$ cat src/rtl/bus_dev_endpoint.sv
// Device-side bus endpoint: TX FIFO drained by the bus, address-filtered RX FIFO
// read by the device, saturating drop/overflow counters and a sticky error flag.
module bus_dev_endpoint #(
    parameter int unsigned pckg_sz   = 32,
    parameter int unsigned DEPTH     = 8,
    parameter logic [7:0]  ID        = 8'd0,
    parameter logic [7:0]  broadcast = 8'hFF,
    parameter int unsigned CNT_W     = 16
) (
    input  logic               clk,
    input  logic               reset,
    output logic               pndng,
    output logic [pckg_sz-1:0] D_pop,
    input  logic               pop,
    input  logic               push,
    input  logic [pckg_sz-1:0] D_push,
    input  logic               tx_wr,
    input  logic [pckg_sz-1:0] tx_data,
    output logic               tx_full,
    input  logic               rx_rd,
    output logic [pckg_sz-1:0] rx_data,
    output logic               rx_empty,
    output logic [CNT_W-1:0]   rx_drop_cnt,
    output logic [CNT_W-1:0]   rx_ovf_cnt,
    output logic               err
);

    localparam int unsigned AW = (DEPTH > 1) ? $clog2(DEPTH) : 1;
    localparam int unsigned CW = $clog2(DEPTH + 1);
    localparam logic [CW-1:0] FULL_CNT = CW'(DEPTH);

    logic [pckg_sz-1:0] tx_mem [DEPTH];
    logic [pckg_sz-1:0] rx_mem [DEPTH];
    logic [AW-1:0]      tx_wp_q, tx_rp_q, rx_wp_q, rx_rp_q;
    logic [CW-1:0]      tx_cnt_q, tx_cnt_d, rx_cnt_q, rx_cnt_d;
    logic [CNT_W-1:0]   drop_q, ovf_q;
    logic               err_q, err_d;

    logic               tx_pop_ok, tx_wr_ok, rx_pop_ok, rx_wr_ok;
    logic               rx_acc, rx_drop, rx_ovf;
    logic [7:0]         dst;

    // Qualify every request against current occupancy and derive next counts/error
    always_comb begin
        dst       = D_push[pckg_sz-1 -: 8];
        tx_pop_ok = pop && (tx_cnt_q != '0);
        // a pop in the same cycle frees the slot, so a write to a full FIFO still lands
        tx_wr_ok  = tx_wr && ((tx_cnt_q != FULL_CNT) || tx_pop_ok);
        rx_acc    = push && ((dst == ID) || (dst == broadcast));
        rx_drop   = push && !rx_acc;
        rx_pop_ok = rx_rd && (rx_cnt_q != '0);
        rx_wr_ok  = rx_acc && ((rx_cnt_q != FULL_CNT) || rx_pop_ok);
        rx_ovf    = rx_acc && !rx_wr_ok;
        tx_cnt_d  = tx_cnt_q + CW'(tx_wr_ok) - CW'(tx_pop_ok);
        rx_cnt_d  = rx_cnt_q + CW'(rx_wr_ok) - CW'(rx_pop_ok);
        err_d     = err_q
                  | (pop && (tx_cnt_q == '0))
                  | (tx_wr && !tx_wr_ok)
                  | (rx_rd && (rx_cnt_q == '0));
    end

    // Pointers, occupancy, counters and sticky error
    always_ff @(posedge clk or posedge reset) begin
        if (reset) begin
            tx_wp_q  <= '0;
            tx_rp_q  <= '0;
            tx_cnt_q <= '0;
            rx_wp_q  <= '0;
            rx_rp_q  <= '0;
            rx_cnt_q <= '0;
            drop_q   <= '0;
            ovf_q    <= '0;
            err_q    <= 1'b0;
        end else begin
            if (tx_wr_ok)  tx_wp_q <= tx_wp_q + 1'b1;
            if (tx_pop_ok) tx_rp_q <= tx_rp_q + 1'b1;
            if (rx_wr_ok)  rx_wp_q <= rx_wp_q + 1'b1;
            if (rx_pop_ok) rx_rp_q <= rx_rp_q + 1'b1;
            tx_cnt_q <= tx_cnt_d;
            rx_cnt_q <= rx_cnt_d;
            if (rx_drop && (drop_q != '1)) drop_q <= drop_q + 1'b1;
            if (rx_ovf && (ovf_q != '1))   ovf_q  <= ovf_q + 1'b1;
            err_q <= err_d;
        end
    end

    // Storage arrays; contents are never observed unless occupancy covers them
    always_ff @(posedge clk) begin
        if (tx_wr_ok) tx_mem[tx_wp_q] <= tx_data;
        if (rx_wr_ok) rx_mem[rx_wp_q] <= D_push;
    end

    // Zero-latency head views, forced to zero when the FIFO is empty
    always_comb begin
        pndng       = (tx_cnt_q != '0);
        tx_full     = (tx_cnt_q == FULL_CNT);
        rx_empty    = (rx_cnt_q == '0);
        D_pop       = pndng ? tx_mem[tx_rp_q] : '0;
        rx_data     = rx_empty ? '0 : rx_mem[rx_rp_q];
        rx_drop_cnt = drop_q;
        rx_ovf_cnt  = ovf_q;
        err         = err_q;
    end

endmodule

$ cat config.mk
export PLATFORM = sky130hd
export DESIGN_NAME = bus_dev_endpoint
export DESIGN_NICKNAME = d
export VERILOG_FILES = /design/src/rtl/bus_dev_endpoint.sv
export SDC_FILE = /design/constraint.sdc
export NUM_CORES = 1
export LEC_CHECK = 0
export ABC_CLOCK_PERIOD_IN_PS = 4300
export BUFFER_PORTS_ARGS = -buffer_cell sky130_fd_sc_hd__buf_2
export CAP_MARGIN = 0
export CORE_MARGIN = 8
export CORE_UTILIZATION = 50
export DETAILED_ROUTE_END_ITERATION = 10
export PLACE_DENSITY_LB_ADDON = 0.1
export SYNTH_ARGS = -nofsm -noshare
export SYNTH_HDL_FRONTEND = slang
export SYNTH_SLANG_ARGS = --single-unit
$ cat constraint.sdc
create_clock -name clk -period 4.3 [get_ports clk]
set_input_delay 0.86 -clock clk [delete_from_list [all_inputs] [get_ports clk]]
set_output_delay 0.86 -clock clk [all_outputs]
set_load 0.05 [all_outputs]
# Word level (Yosys, flattened, before mapping)
# Memory sizes are Yosys's and may differ from the RTL's.
# Cells that the tools add are included.
[word_totals] register_bits=53 latchBits=0 ram_bits=512 romBits=0 input_bits=70 output_inout_bits=100 elab_cells=59 memories=2
[memory_table] memory="rx_mem" words=8 width=32 rd=1 rd_clocked_by_memory_dff=0 write_ports=1 line_no="33" rtl="logic [pckg_sz-1:0] rx_mem [DEPTH];"
[memory_table] memory="tx_mem" words=8 width=32 rd=1 rd_clocked_by_memory_dff=0 write_ports=1 line_no="32" rtl="logic [pckg_sz-1:0] tx_mem [DEPTH];"
[op_classes] addsub=10 multipliers=0 div=0 magnitude_cmp=0 eq_ne=6 shifts=0 mux=6 bitwise_logic=3 reduce_logical=23
[ops] cell="32-bit 2-to-1 mux" count=2
[ops] cell="16-bit by 1-bit adder with 16-bit output (second input constant)" count=2
[ops] cell="16-bit != test (second input constant)" count=2
[ops] cell="3-bit by 1-bit adder with 3-bit output (second input constant)" count=4
[ops] cell="1-bit logical AND" count=12
[ops] cell="4-bit by 1-bit adder with 4-bit output" count=2
[ops] cell="8-bit == test (second input constant)" count=1
[ops] cell="4-bit zero test" count=2
[ops] cell="8-bit zero test" count=1
[ops] cell="4-bit != test (second input constant)" count=2
[ops] cell="4-bit nonzero test" count=2
[ops] cell="4-bit by 1-bit subtractor with 4-bit output" count=2
[ops] cell="4-bit == test (second input constant)" count=1
[ops] cell="1-bit 2-to-1 mux" count=4
[ops] cell="1-bit zero test" count=3
[ops] cell="1-bit logical OR" count=3
[ops] cell="1-bit OR" count=3

# Longest topological paths before layout
# Gate-level depths: netlist of run 1.
[depth] word_depth=8 depth_mapped=11 depth_no_buf=11

# Worst setup path before layout of run 1
# No wires, ideal clock.
[synth_path] kind="in2reg" start="input D_push[24]" end="memory rx_mem[0][0] (enable)" setup_time_ns=0.461 arrival_ns=3.969 required_time_ns=3.839 path_slack_ns=-0.130 cell_stages=5 n_path_buf=0 cell_sequence="nor4_2 -> and2_1 -> o211ai_1 -> or2_2 -> nor3_1"
[synth_via] elab_chain_cells=6 elab_cells_between_ends=7 classes_between="eq/ne: 1; mux: 2; reduce/logical: 4"
[synth_lines] element="start: declaration" line_no="16" rtl="input logic [pckg_sz-1:0] D_push,"
[synth_lines] element="8-bit == test or 8-bit zero test (tied branches)" line_no="49" rtl="rx_acc = push && ((dst == ID) || (dst == broadcast));"
[synth_lines] element="1-bit logical OR (*)" line_no="49"
[synth_lines] element="1-bit logical AND (*)" line_no="49"
[synth_lines] element="1-bit logical AND (*)" line_no="52" rtl="rx_wr_ok = rx_acc && ((rx_cnt_q != FULL_CNT) || rx_pop_ok);"
[synth_lines] element="1-bit 2-to-1 mux (*)" line_no="90" rtl="if (rx_wr_ok) rx_mem[rx_wp_q] <= D_push;"
[synth_lines] element="1-bit 2-to-1 mux (implied by the code) (*)" line_no="90"
[synth_lines] element="end: declaration" line_no="33"
# Every way passes the cells marked *; elsewhere a longest branch is shown, timed or not.

# Worst setup path after layout of run 1
[layout_path] start="register rx_rp_q[0]" end="output rx_data[1]"
[layout_via] elab_chain_cells=2
[layout_lines] element="start: declaration" line_no="34" rtl="logic [AW-1:0] tx_wp_q, tx_rp_q, rx_wp_q, rx_rp_q;"
[layout_lines] element="start signal: assignment" line_no="78" rtl="if (rx_pop_ok) rx_rp_q <= rx_rp_q + 1'b1;"
[layout_lines] element="memory 8 x 32 bit"
[layout_lines] element="32-bit 2-to-1 mux" line_no="99" rtl="rx_data = rx_empty ? '0 : rx_mem[rx_rp_q];"
[layout_lines] element="end: declaration" line_no="21" rtl="output logic [pckg_sz-1:0] rx_data,"
# Every way passes these cells.

==> run metrics, run 1 <==
status finished, final reports clean; final hold vios 0; Clk Latency, worst-skew pair between 0.6 and 0.7 ns; Mapped Cells 1095; Levels on crit path 5; critical path startpoint category register; via/cell ratio 5.57; Clk pwr share 0.261; Crit. Startpoint rx_rp_q[0]$_DFFE_PP0P_; Max Cap Violations 0; combinational power share 0.352; H-tree depth 2; # DRC 0; switch share 0.367; Max Clk Rate between 200 and 300 MHz; final period utilization 0.868; Die X approximately 230 µm; crit path capture rx_data[1]; Root Buffer clkbuf_16; PwrDens about 700 nW/µm²; Crit-path slowest cell dfrtp_4; Setup Skew 0.0202 ns; CTS Buffer Depth 3; leakage roughly 9.1 nW; pin count of the biggest net entering global routing just over 60; placed wire-length estimate roughly 27000 µm; worst-path maximum fanout 30; core area between 40000 and 50000 µm²; Buf/Inv on CP 2; area leader, netlist edfxtp_1; Cell Int Power between 10 and 15 mW; layout overhead on the synthesized area 16.3%; Syn Nets approximately 1.2k; Total Neg Setup Slack 0 ns; Critical Path End Type output pin; num rows 77; worst-margin pin slew 0.738 ns; IO Count 170; worst path cell trace buf_12, mux4_2, mux2i_1, nor2_1, buf_2; hold buffers post-CTS 0; critical path class register to output pin; final setup violation count 0; Critical Path AT roughly 2.9 ns; R2R Setup Slk around 1.7 ns; CP peak stage delay 0.82 ns; Flop pwr share 0.386; clk slew on worst S/H paths around 0.060 ns; Distinct cells, synth 42; CTS Buf Count between 50 and 60; drt initial violations ~620; Post-synth EDFFs a little over 500; Final nets between 1k and 1.5k; GP Congestion between 0.7 and 0.8; TritonCTS clock tree built; Synth top area share 0.691; Die Area 51500 µm²; antenna violations before repair 5; Buffers on Ports 169; share of cells above drive strength 1 0.328; via count 10.9k; Post-synth ARST share 0.0938; CP top delay family flip-flops; Final ANT Viol Nets 0; vias in the first global route 11.3k; post-CTS sizing 0; Min Clock Period, post-route ~3.7 ns; cell area after synthesis 22300 µm²; main flop type after synthesis edfxtp_1; Reg2Reg Capture Point tx_mem[2][7]$_DFFE_PP_; FF-to-FF Start tx_cnt_q[2]$_DFF_PP0_; GRT overflow 0; Hold WC Path Type input pin to asynchronous set/reset pin; Synth warnings 0; worst relative slew slack 0.508; max-slew violation count 0; first-pass GRT wire length approximately 70000 µm; total track usage 0.179; sequential area share after synthesis 0.750; unrepaired setup endpoints after global routing no; Fillers 3363; Req. time, crit path 3.44 ns; Mean Syn Cell Area between 20 and 25 µm²; drt wl/cell around 23 µm; clock sinks roughly 570; synth top area cells edfxtp_1 69%, mux4_2 13%, dfrtp_1 6.0%; Net Switching between 6 and 7 mW; Die Span Y between 200 and 250 µm; Final Power ~18 mW; Setup Fix Bufs, Post-CTS 0; total wire length about 46000 µm; initial core utilization 0.505; first-pass detailed-route iteration total 5; worst vdd ir approximately 0.7 mV; #FFs+latches synth ~570; Worst R2R Path Depth 8
==> logic make-up (layout without fill, tap and decap cells) <==
kind of cell | after synthesis | in the layout | synth area share
flip-flops | 565 | 565 | 0.750
multiplexers | 203 | 203 | 0.164
AND/OR/NAND/NOR | 192 | 192 | 0.0443
buffers and inverters | 67 | 327 | 0.0121
XOR/XNOR | 36 | 36 | 0.0142
adder cells (fa/ha/maj) | 18 | 18 | 0.0108
AO/OA/AOI/OAI | 14 | 14 | 0.00455
other | 0 | 3 | 0
==> registers in the layout, indices dropped and copies added, names as in the netlist, 4 cells and up <==
signal	flops
rx_cnt_q	4
tx_cnt_q	4
rx_drop_cnt	16
tx_mem	256
rx_ovf_cnt	16
rx_mem	256
==> metrics by stage <==
step	area (µm²)	worst slack (ns)	instances	util	hold slack (ns)
floorplan	22300	0.0887	1095	-	0.479
global placement	24100	1.00	1845	0.547	0.476
detailed placement	24100	0.994	1845	0.547	0.470
CTS	25900	0.467	1947	0.587	0.352
global route	25900	0.372	1948	0.587	0.400
finish	25900	0.566	1950	0.587	0.354
==> Yosys cell counts (3+ instances only) <==
cell / count
a21o_1: 3
a21oi_1: 4
and2_1: 4
and3_1: 12
and4_1: 4
buf_1: 11
buf_2: 12
clkbuf_1: 23
dfrtp_1: 53
edfxtp_1: 512
ha_1: 16
inv_1: 19
mux2_1: 3
mux2_2: 8
mux2i_1: 64
mux4_2: 128
nand2_1: 23
nand2b_1: 6
nand3_1: 17
nand4_1: 14
nor2_1: 82
nor3_1: 10
nor4_2: 6
or3_1: 4
xnor2_1: 21
xor2_1: 15
==> power by group through the flow <==
stage          clock network (mW)  logic [mW]  registers, mW
3_3_place_gp                    0        6.46           7.12
3_5_place_dp                    0        6.49           7.14
4_1_cts                      4.85        6.50           7.03
6_report                     4.74        6.38           7.00
2_1_floorplan                   0        4.98           6.88
5_1_grt                      5.04        6.79           7.09
==> cell usage in the layout, fill, tap and decap left out, types with 5 or more instances in the layout <==
cell type / count
clkbuf_1: 16
buf_2: 169
bufinv_16: 5
clkinv_1: 18
xor2_1: 15
nand2b_1: 6
nand4_1: 14
xnor2_1: 21
dfrtp_1: 47
nand2_1: 23
nand3_1: 17
mux4_2: 128
and3_1: 12
clkbuf_16: 57
inv_1: 18
nor3_1: 6
nor2_1: 70
nor4_2: 6
nor2_4: 12
buf_12: 5
mux2i_1: 64
mux2_2: 8
buf_4: 31
edfxtp_1: 512
ha_1: 16
==> layout make-up <==
| type | count | area (µm²) | area share |
|---|---|---|---|
| flip-flops and latches | 565 | 16700 | 0.645 |
| repair buffers | 205 | 1180 | 0.0455 |
| diodes | 3 | 7.51 | 0.000290 |
| well taps | 592 | 741 | 0.0286 |
| multi-input cells | 463 | 5410 | 0.209 |
| inverters | 20 | 75.1 | 0.00290 |
| clock buffers | 73 | 1490 | 0.0574 |
| clock inverters | 29 | 288 | 0.0111 |
==> metal layers <==
layer | part of all wire | track usage
met1 | 0.43 | 0.246
met2 | 0.49 | 0.292
met3 | 0.054 | 0.0358
met4 | 0.019 | 0.0497
met5 | 0.00059 | 0
==> worst min-delay path by stage <==
| stage | depth (start not counted) | from | endpoint |
|---|---|---|---|
| after floorplan | 1 | rx_cnt_q[0]$_DFF_PP0_ | rx_cnt_q[0]$_DFF_PP0_ |
| after global placement | 1 | rx_drop_cnt[6]$_DFFE_PP0P_ | rx_drop_cnt[6]$_DFFE_PP0P_ |
| after detailed placement | 1 | rx_drop_cnt[13]$_DFFE_PP0P_ | rx_drop_cnt[13]$_DFFE_PP0P_ |
| after CTS | 2 | reset | rx_ovf_cnt[8]$_DFFE_PP0P_ |
| after global routing | 2 | reset | rx_ovf_cnt[11]$_DFFE_PP0P_ |
| final | 2 | reset | rx_ovf_cnt[11]$_DFFE_PP0P_ |
No activity file was read; power rests on OpenSTA's default activity.
==> run 2: changes to the inputs <==
- REMOVE_ABC_BUFFERS: unset -> 1
==> run 2 against run 1 <==
Net effect:
- setup slack better by 0.050 ns
- sequential cell count is the same
- wire length decreased by 2.0%
- register-to-register slack worse by 0.18 ns
- cell area increased by 1.2%
- maximum frequency up 1.3%
- worst hold slack got worse by 0.040 ns
- via count shrank 1.0%
- sequential share of layout area down 0.76 points
- cell count grew 0.62%
- critical path type unchanged
- critical endpoint is now rx_data[19]
==> run metrics, run 2 (synthesis results as in run 1) <==
initial core utilization 0.505; critical path class register to output pin; antenna violations before repair 10; TritonCTS clock tree built; Buffers on Ports between 150 and 200; R2R Setup Slk roughly 1.5 ns; Final ANT Viol Nets 0; CTS Buf Count 58; Hold WC Path Type input pin to asynchronous set/reset pin; final period utilization 0.857; Critical Path AT around 2.8 ns; layout overhead on the synthesized area 17.7%; num rows 77; Min Clock Period, post-route between 3 and 4 ns; placed insts 1846; core area roughly 44000 µm²; Finished Layout Cells between 1.5k and 2k; unrepaired setup endpoints after global routing no; Clk Latency, worst-skew pair 0.60 ns; Place WS around 1.1 ns; share of cells above drive strength 1 0.346; most frequent cells in the layout 512 x edfxtp_1, 169 x buf_2, 128 x mux4_2; Root Buffer clkbuf_16; drt initial violations 825; placed wire-length estimate 27300 µm; CTS Buffer Depth 3; Max Cap Violations 0; Worst Setup Slack, final between 0.6 and 0.7 ns; pin count of the biggest net entering global routing 45; worst path cell trace buf_4, mux4_2, mux2i_1, nor2_1, buf_2; PwrDens approximately 700 nW/µm²; # DRC 0; leakage 9.30 nW; Max Clk Rate roughly 270 MHz; worst-margin pin slew roughly 0.73 ns; Reg2Reg Capture Point tx_cnt_q[2]$_DFF_PP0_; GRT overflow 0; Worst R2R Path Depth 11; most common cell after layout, fill and taps aside edfxtp_1; Buf/Inv on CP 2; via count around 11k; drt wl/cell 22.8 µm; Req. time, crit path 3.44 ns; worst relative slew slack 0.511; Setup Skew roughly 0.019 ns; FF-to-FF Start tx_cnt_q[2]$_DFF_PP0_; IO Count 170; clock sinks ~570; utilization after layout 0.594; Crit-path slowest cell dfrtp_4; CP top delay family flip-flops; total wire length 44800 µm; Die Area just over 50000 µm²; Crit. Startpoint rx_rp_q[0]$_DFFE_PP0P_; clk slew on worst S/H paths ~0.060 ns; Die X approximately 230 µm; hold buffers post-CTS 0; Die Span Y 227 µm; Setup Fix Bufs, Post-CTS 0; Final nets 1402; status finished, final reports clean; Critical Path End Type output pin; CP peak stage delay about 0.90 ns; first-pass GRT wire length 69800 µm; max-slew violation count 0; total track usage 0.179; worst-path maximum fanout 36; vias in the first global route ~12k; via/cell ratio approximately 5.5; post-CTS sizing 0; final setup violation count 0; Largest regs rx_mem: 256 flops, tx_mem: 256 flops; first-pass detailed-route iteration total 4; critical path startpoint category register; final hold vios 0; GP Congestion between 0.7 and 0.8; H-tree depth 2; worst vdd ir 0.766 mV
==> run 2: cell count changes in the layout (fill, tap and decap cells not counted), sizes merged <==
| cell | delta |
|---|---|
| clkbuf | -3 |
| bufinv | +6 |
| clkinv | +1 |
| diode | +3 |
| inv | +1 |
| clkinvlp | +3 |
| buf | +1 |
==> run 2: where the power goes <==
part,switching (mW),total (mW),internal (mW)
combinational,4.14,6.39,2.26
clock,2.07,5.30,3.23
sequential,0.472,6.98,6.50
==> run 2: worst register-to-register path, delay by kind of cell (launching register included) <==
family | cells | cell delay (ns)
fa+ha+maj | 3 | 0.74
simple gates | 2 | 0.69
buf+inv | 4 | 0.65
flops | 1 | 0.36
compound gates | 1 | 0.13
xor+xnor | 1 | 0.13
==> run 2: metal layers <==
metal  GRT usage  share of wire  vias to the layer above
li1            -              -                     4872
met5           0        0.00080                        -
met3      0.0446          0.055                       70
met4      0.0422          0.018                        6
met1       0.231           0.42                     5569
met2       0.304           0.51                      226
==> run 2: per-stage QoR <==
step                      area [µm²]  power (mW)  hold WS [ns]  TNS [ns]
final                          26200        18.7         0.313         0
after global routing           26200        19.6         0.335         0
after CTS                      26200        19.0         0.305         0
after detailed placement       24100        13.6         0.480         0
after global placement         24100        13.6         0.478         0
after floorplan                22100        11.9         0.479    -31.24
==> run 2: layout make-up <==
class,instances,area (µm²)
inverter,20,75.1
timing repair buffer,206,1200
fill,3317,17900
clock buffer,70,1550
clock inverter,40,514
antenna,6,15.0
sequential,565,16700
multi-input combinational,463,5400
tap,592,741
==> run 2: worst max path at each step <==
stage	end	cells past startpoint	slack (ns)
after CTS	rx_data[10]	5	0.48
after global routing	rx_data[10]	5	0.38
after global placement	rx_mem[1][18]$_DFFE_PP_	7	1.14
after detailed placement	rx_mem[1][20]$_DFFE_PP_	7	1.11
after floorplan	D_pop[0]	3	-0.42
final	rx_data[19]	5	0.62
